[config.mk]
export PLATFORM = sky130hd
export DESIGN_NAME = remainder_scheduler
export DESIGN_NICKNAME = d
export VERILOG_FILES = /design/src/rtl/remainder_scheduler.sv
export SDC_FILE = /design/constraint.sdc
export NUM_CORES = 1
export LEC_CHECK = 0
export ABC_AREA = 0
export ABC_CLOCK_PERIOD_IN_PS = 2000
export BUFFER_PORTS_ARGS = -buffer_cell sky130_fd_sc_hd__buf_2
export CAP_MARGIN = 20
export CELL_PAD_IN_SITES_DETAIL_PLACEMENT = 0
export CELL_PAD_IN_SITES_GLOBAL_PLACEMENT = 1
export CORE_MARGIN = 10
export CORE_UTILIZATION = 32
export DETAILED_ROUTE_END_ITERATION = 8
export GPL_TIMING_DRIVEN = 0
export PLACE_DENSITY_LB_ADDON = 0.1
export RECOVER_POWER = 100
export SETUP_SLACK_MARGIN = 0.2
export SLEW_MARGIN = 25
export SYNTH_ARGS = -nofsm -noshare
export SYNTH_HDL_FRONTEND = slang
export SYNTH_SLANG_ARGS = --single-unit
[constraint.sdc]
create_clock -name clk -period 2 [get_ports clk]
set_input_delay 0.2 -clock clk [delete_from_list [all_inputs] [get_ports clk]]
set_output_delay 0.2 -clock clk [all_outputs]
set_load 0.01 [all_outputs]
[src/rtl/remainder_scheduler.sv]
// -----------------------------------------------------------------------------
// remainder_scheduler
//
// Four-requester round-robin front end feeding a bit-serial "mod 3" engine.
// While idle, the next requester with a pending word is granted, starting the
// search at ptr. The granted word is shifted in MSB first, one bit per cycle,
// through a 3-state remainder automaton. The remainder is then presented with
// a valid/ready handshake.
//
// Ports
//   clk        clock; all state updates on the rising edge
//   rst        asynchronous, active-high reset
//   req        [3:0]         per-requester pending flag
//   req_data   [4*WIDTH-1:0] requester i word on bits [i*WIDTH +: WIDTH]
//   gnt        [3:0]         one-hot, combinational; high in the capture cycle
//   out_valid  result available (DONE state)
//   out_ready  consumer accepts the result
//   out_rem    [1:0]         captured word mod 3
//   out_id     [1:0]         requester that supplied the word
//   busy       high while in SHIFT or DONE
// -----------------------------------------------------------------------------
module remainder_scheduler #(
   parameter int WIDTH = 8   // operand width, 2..32
) (
   input  logic                 clk,
   input  logic                 rst,
   input  logic [3:0]           req,
   input  logic [4*WIDTH-1:0]   req_data,
   output logic [3:0]           gnt,
   output logic                 out_valid,
   input  logic                 out_ready,
   output logic [1:0]           out_rem,
   output logic [1:0]           out_id,
   output logic                 busy
);

   localparam int CW = (WIDTH > 2) ? $clog2(WIDTH) : 1;

   typedef enum logic [1:0] {
      IDLE  = 2'd0,
      SHIFT = 2'd1,
      DONE  = 2'd2
   } state_t;

   state_t           state, state_next;
   logic [1:0]       ptr;
   logic [1:0]       acc;
   logic [CW-1:0]    cnt;
   logic [WIDTH-1:0] sreg;

   logic             sel_found;
   logic [1:0]       sel_id;
   logic [1:0]       probe;

   // One step of the mod-3 automaton: next = (2*acc + bit) mod 3.
   // The unreachable encoding 3 falls back to 0 so a corrupted accumulator
   // heals on the next shift.
   function automatic logic [1:0] acc_step(input logic [1:0] a, input logic b);
      case (a)
         2'd0:    acc_step = b ? 2'd1 : 2'd0;
         2'd1:    acc_step = b ? 2'd0 : 2'd2;
         2'd2:    acc_step = b ? 2'd2 : 2'd1;
         default: acc_step = 2'd0;
      endcase
   endfunction

   // Round-robin pick: first set req bit at or after ptr, wrapping 3->0.
   // NOTE: every variable written here gets a default first, so no path can
   // leave it unassigned and infer a latch.
   always_comb begin
      sel_found = 1'b0;
      sel_id    = ptr;
      probe     = ptr;
      for (int k = 0; k < 4; k++) begin
         probe = ptr + 2'(k);
         if (!sel_found && req[probe]) begin
            sel_found = 1'b1;
            sel_id    = probe;
         end
      end
   end

   // Next-state and grant. gnt is also gated by rst so reset holds it low
   // even though it is combinational.
   always_comb begin
      state_next = state;
      gnt        = 4'b0000;
      case (state)
         IDLE: begin
            if (sel_found && !rst) begin
               gnt        = 4'b0001 << sel_id;
               state_next = SHIFT;
            end
         end
         SHIFT: begin
            if (cnt == CW'(WIDTH - 1))
               state_next = DONE;
         end
         DONE: begin
            if (out_ready)
               state_next = IDLE;
         end
         default: state_next = IDLE;
      endcase
   end

   // NOTE: sequential state uses non-blocking assignments so every register
   // samples pre-edge values, independent of statement order.
   always_ff @(posedge clk or posedge rst) begin
      if (rst) begin
         state  <= IDLE;
         ptr    <= 2'd0;
         acc    <= 2'd0;
         cnt    <= '0;
         out_id <= 2'd0;
         sreg   <= '0;
      end else begin
         state <= state_next;
         case (state)
            IDLE: begin
               if (state_next == SHIFT) begin
                  // req_data is sampled only here, in the grant cycle.
                  sreg   <= req_data[sel_id*WIDTH +: WIDTH];
                  acc    <= 2'd0;
                  cnt    <= '0;
                  out_id <= sel_id;
               end
            end
            SHIFT: begin
               acc  <= acc_step(acc, sreg[WIDTH-1]);
               sreg <= {sreg[WIDTH-2:0], 1'b0};
               cnt  <= cnt + CW'(1);
            end
            DONE: begin
               if (out_ready)
                  ptr <= out_id + 2'd1;
            end
            default: ;
         endcase
      end
   end

   assign out_valid = (state == DONE);
   assign busy      = (state == SHIFT) || (state == DONE);
   assign out_rem   = acc;

endmodule

==> summary.txt <==
GRT Util Overall - 11.6%
Seq pwr share - 28.8%
Die X - 85.0 um
DIE AREA - 7220 um2
DRC Markers - 0
Vias in the first global route - 1503
FMAX - 0.508 GHz
First-pass GRT wire length - 7150 um
WL per Instance - 15.9 um
Top cell type's share of synthesized area - 35.2%
# setup viols final - 0
Syn. warnings - 0
Period minus WS final - 1.97 ns
Sink Count - 19
Vias - 1383
Ys flop type - dfrtp_1
Avg Cell Area, Syn - 8.83 um2
Status - complete, no violations
GRT overflow - 0
Sequential share of the synthesized area - 35.2%
Remaining antenna violation count - 0
Crit-path leading delay family - flip-flops
Non-filler cells, final - 273
Commonest cells in the netlist - dfrtp_1, a21oi_1, nand2_1, a31oi_1, inv_1
Power Dens Cells - 1100 nW/um2
Vias per cell - 5.07
Final worst slack - 0.0303 ns
CP max stage delay - 0.41 ns
TritonCTS clock tree - built
RSZ-0062 raised after global routing - true
Critical Path, Cell by Cell - inv_1 > ha_1 > inv_1 > nor2_4 > nand2_1 > nor2_1 > a31oi_2 > mux2_2
Measured slew at the worst slew-check pin - 0.756 ns
Peak supply drop - 0.000405 V
Synthesized area - 1350 um2
Die Y - 85.0 um
Final net count - 269
Root Driver - clkbuf_8
Row count - 23
Worst path bufs/invs - 2
CTS Hold Bufs - 0
Worst Skew - 0.00383 ns
CTS buffer count - 3
Initial antenna violation count - 0
CP max-delay cell - dfrtp_2
Top-count cell post-synth - dfrtp_1
Crit share post-route - 98.5%
H-Tree Depth - 1
Power share of the clock group - 11.8%
1st-iter DRT viols - 48
Internal power - 1.32 mW
Area Overhead vs Synth - 52.6%
CP startpoint kind - register
Cells after Synth - 153
Slew Viols, Final - 0
Sw Ratio - 41.6%
Cell taking the most area after synthesis - dfrtp_1
Fraction of layout cells with a size suffix above 1 - 45.3%
RD Place Congestion - 0.759
First-pass DRT Iterations - 4
Net Count, Synth - 198
P_leak - 0.936 nW
Core area - 4060 um2
Critical Path End Type - register
Post-synth ARST share - 100%
Type of the tightest min-delay check - in2async
Inst Count DP - 251
Port bufs - 48
Clock Tree Buf Depth - 2
Finished Cell Area - 2060 um2
Area contributors post-synth - dfrtp_1, mux2i_1, ha_1
Ant. Diodes - 0
Worst EP arrival - 2.11 ns
Worst-Skew Late Latency - 0.25 ns
Starting Density - 33.3%
Post-synth cell types - 37
Yosys reg bits - 19
Crit-path max FO - 4
Largest net degree at the start of global routing - 20
Crit Path Category - reg2reg
IO Count - 49
Final hold violation count - 0
Max_cap viols - 0
Worst Path Required - 2.14 ns
Placed instance area - 1690 um2
Final WL - 4350 um
Clock transition at the registers of the reported paths - 0.07 ns
Comb pwr share - 59.4%
NetSw - 0.943 mW
Dpl hpwl - 3100 um
Pre-CTS WS - -0.145 ns
Slew headroom - 49.6%
Cell mode on critical path - inv_1
Number of synthesized flops with an enable pin - 0
[state kept, by name, summed over array words and instances, names as in the netlist]
name and count:
sreg 8, out_id 2, cnt 3, ptr 2, state 2, out_rem 2
[stage by stage]
stage                     hold slack, ns  power [mW]  TNS [ns]  utilization [%]
after detailed placement           0.375        1.67     -1.40             41.7
final                             0.0880        2.26         0             50.8
after floorplan                    0.151        1.38         0                -
after CTS                         0.0986        2.16         0             48.4
after global routing               0.150        2.46    -0.533             50.8
after global placement             0.365        1.65     -1.23             41.7
[worst register-to-register path, delay by kind of cell, from the launching register on]
family | cells | cell delay (ns)
flip-flops | 1 | 0.41
AND/OR/NAND/NOR | 3 | 0.33
AO/OA/AOI/OAI | 1 | 0.24
multiplexers | 1 | 0.36
buffers and inverters | 2 | 0.27
adder cells (fa/ha/maj) | 1 | 0.23
[path summary, 6_finish.rpt]
kind | start | endpoint | slack (ns) | cells past startpoint
hold / removal | rst | sreg[5] | 0.09 | 2
setup / recovery | state[0] | out_id[1] | 0.03 | 8
setup reg to reg | state[0] | out_id[1] | 0.03 | 8
min in group clk | out_ready | ptr[1] | 0.21 | 2
hold reg to reg | cnt[0] | cnt[0] | 0.49 | 1
max in group asynchronous | rst | state[1] | 1.39 | 2
[per-layer routing]
| metal | vias to the layer above | global-route usage [%] | part of all wire [%] |
|---|---|---|---|
| li1 | 698 | - | - |
| met1 | 641 | 14.3 | 45 |
| met2 | 42 | 19.1 | 48 |
| met3 | 2 | 2.49 | 5.7 |
| met4 | 0 | 4.49 | 0.83 |
| met5 | - | 0 | 0 |
[layout make-up]
class / instances / area, um2
multi-input cells: 114 / 946
plain buffers: 9 / 98.8
repair buffers: 66 / 389
clock buffers: 3 / 41.3
inverters: 11 / 41.3
clock inverters: 1 / 5.00
flip-flops and latches: 19 / 478
fillers: 402 / 2000
well taps: 50 / 62.6
[power groups by stage]
stage	clock [mW]	combinational (mW)	sequential, mW
6_report	0.267	1.35	0.652
5_1_grt	0.293	1.50	0.672
4_1_cts	0.276	1.24	0.648
3_5_place_dp	0	1.02	0.656
3_3_place_gp	0	0.997	0.650
2_1_floorplan	0	0.732	0.648
[repair_timing]
item                       CTS  global route
gates cloned                 0             1
hold endpoints to repair     0             0
pin swaps                    4            17
buffers inserted            14             3
setup endpoints to repair   20            19
resized for setup           31            15
[cells in the final DEF (no fill, tap or decap), drive strengths merged, types with 2 or more instances in the layout]
master	netlist	layout
o22ai	2	2
a21oi	14	14
dfrtp	19	19
nand2b	8	8
clkbuf	6	14
mux2	3	3
buf	3	64
a221oi	2	2
a221o	7	7
inv	11	11
nor2	10	10
o21ai	5	5
ha	6	6
nand3	2	2
nor3	2	2
nor3b	2	2
or3	2	2
a31oi	11	11
nand2	15	15
mux2i	10	10
[cells by family (layout without fill, tap and decap cells)]
| kind of cell | Yosys count | after routing | share of synthesized area (%) |
|---|---|---|---|
| buf+inv | 20 | 90 | 6.30 |
| simple gates | 45 | 45 | 16.6 |
| compound gates | 48 | 48 | 25.2 |
| fa+ha+maj | 6 | 6 | 5.56 |
| mux | 13 | 13 | 9.91 |
| flops | 19 | 19 | 35.2 |
| xor+xnor | 2 | 2 | 1.30 |
Power figures use the tool's default switching activity.
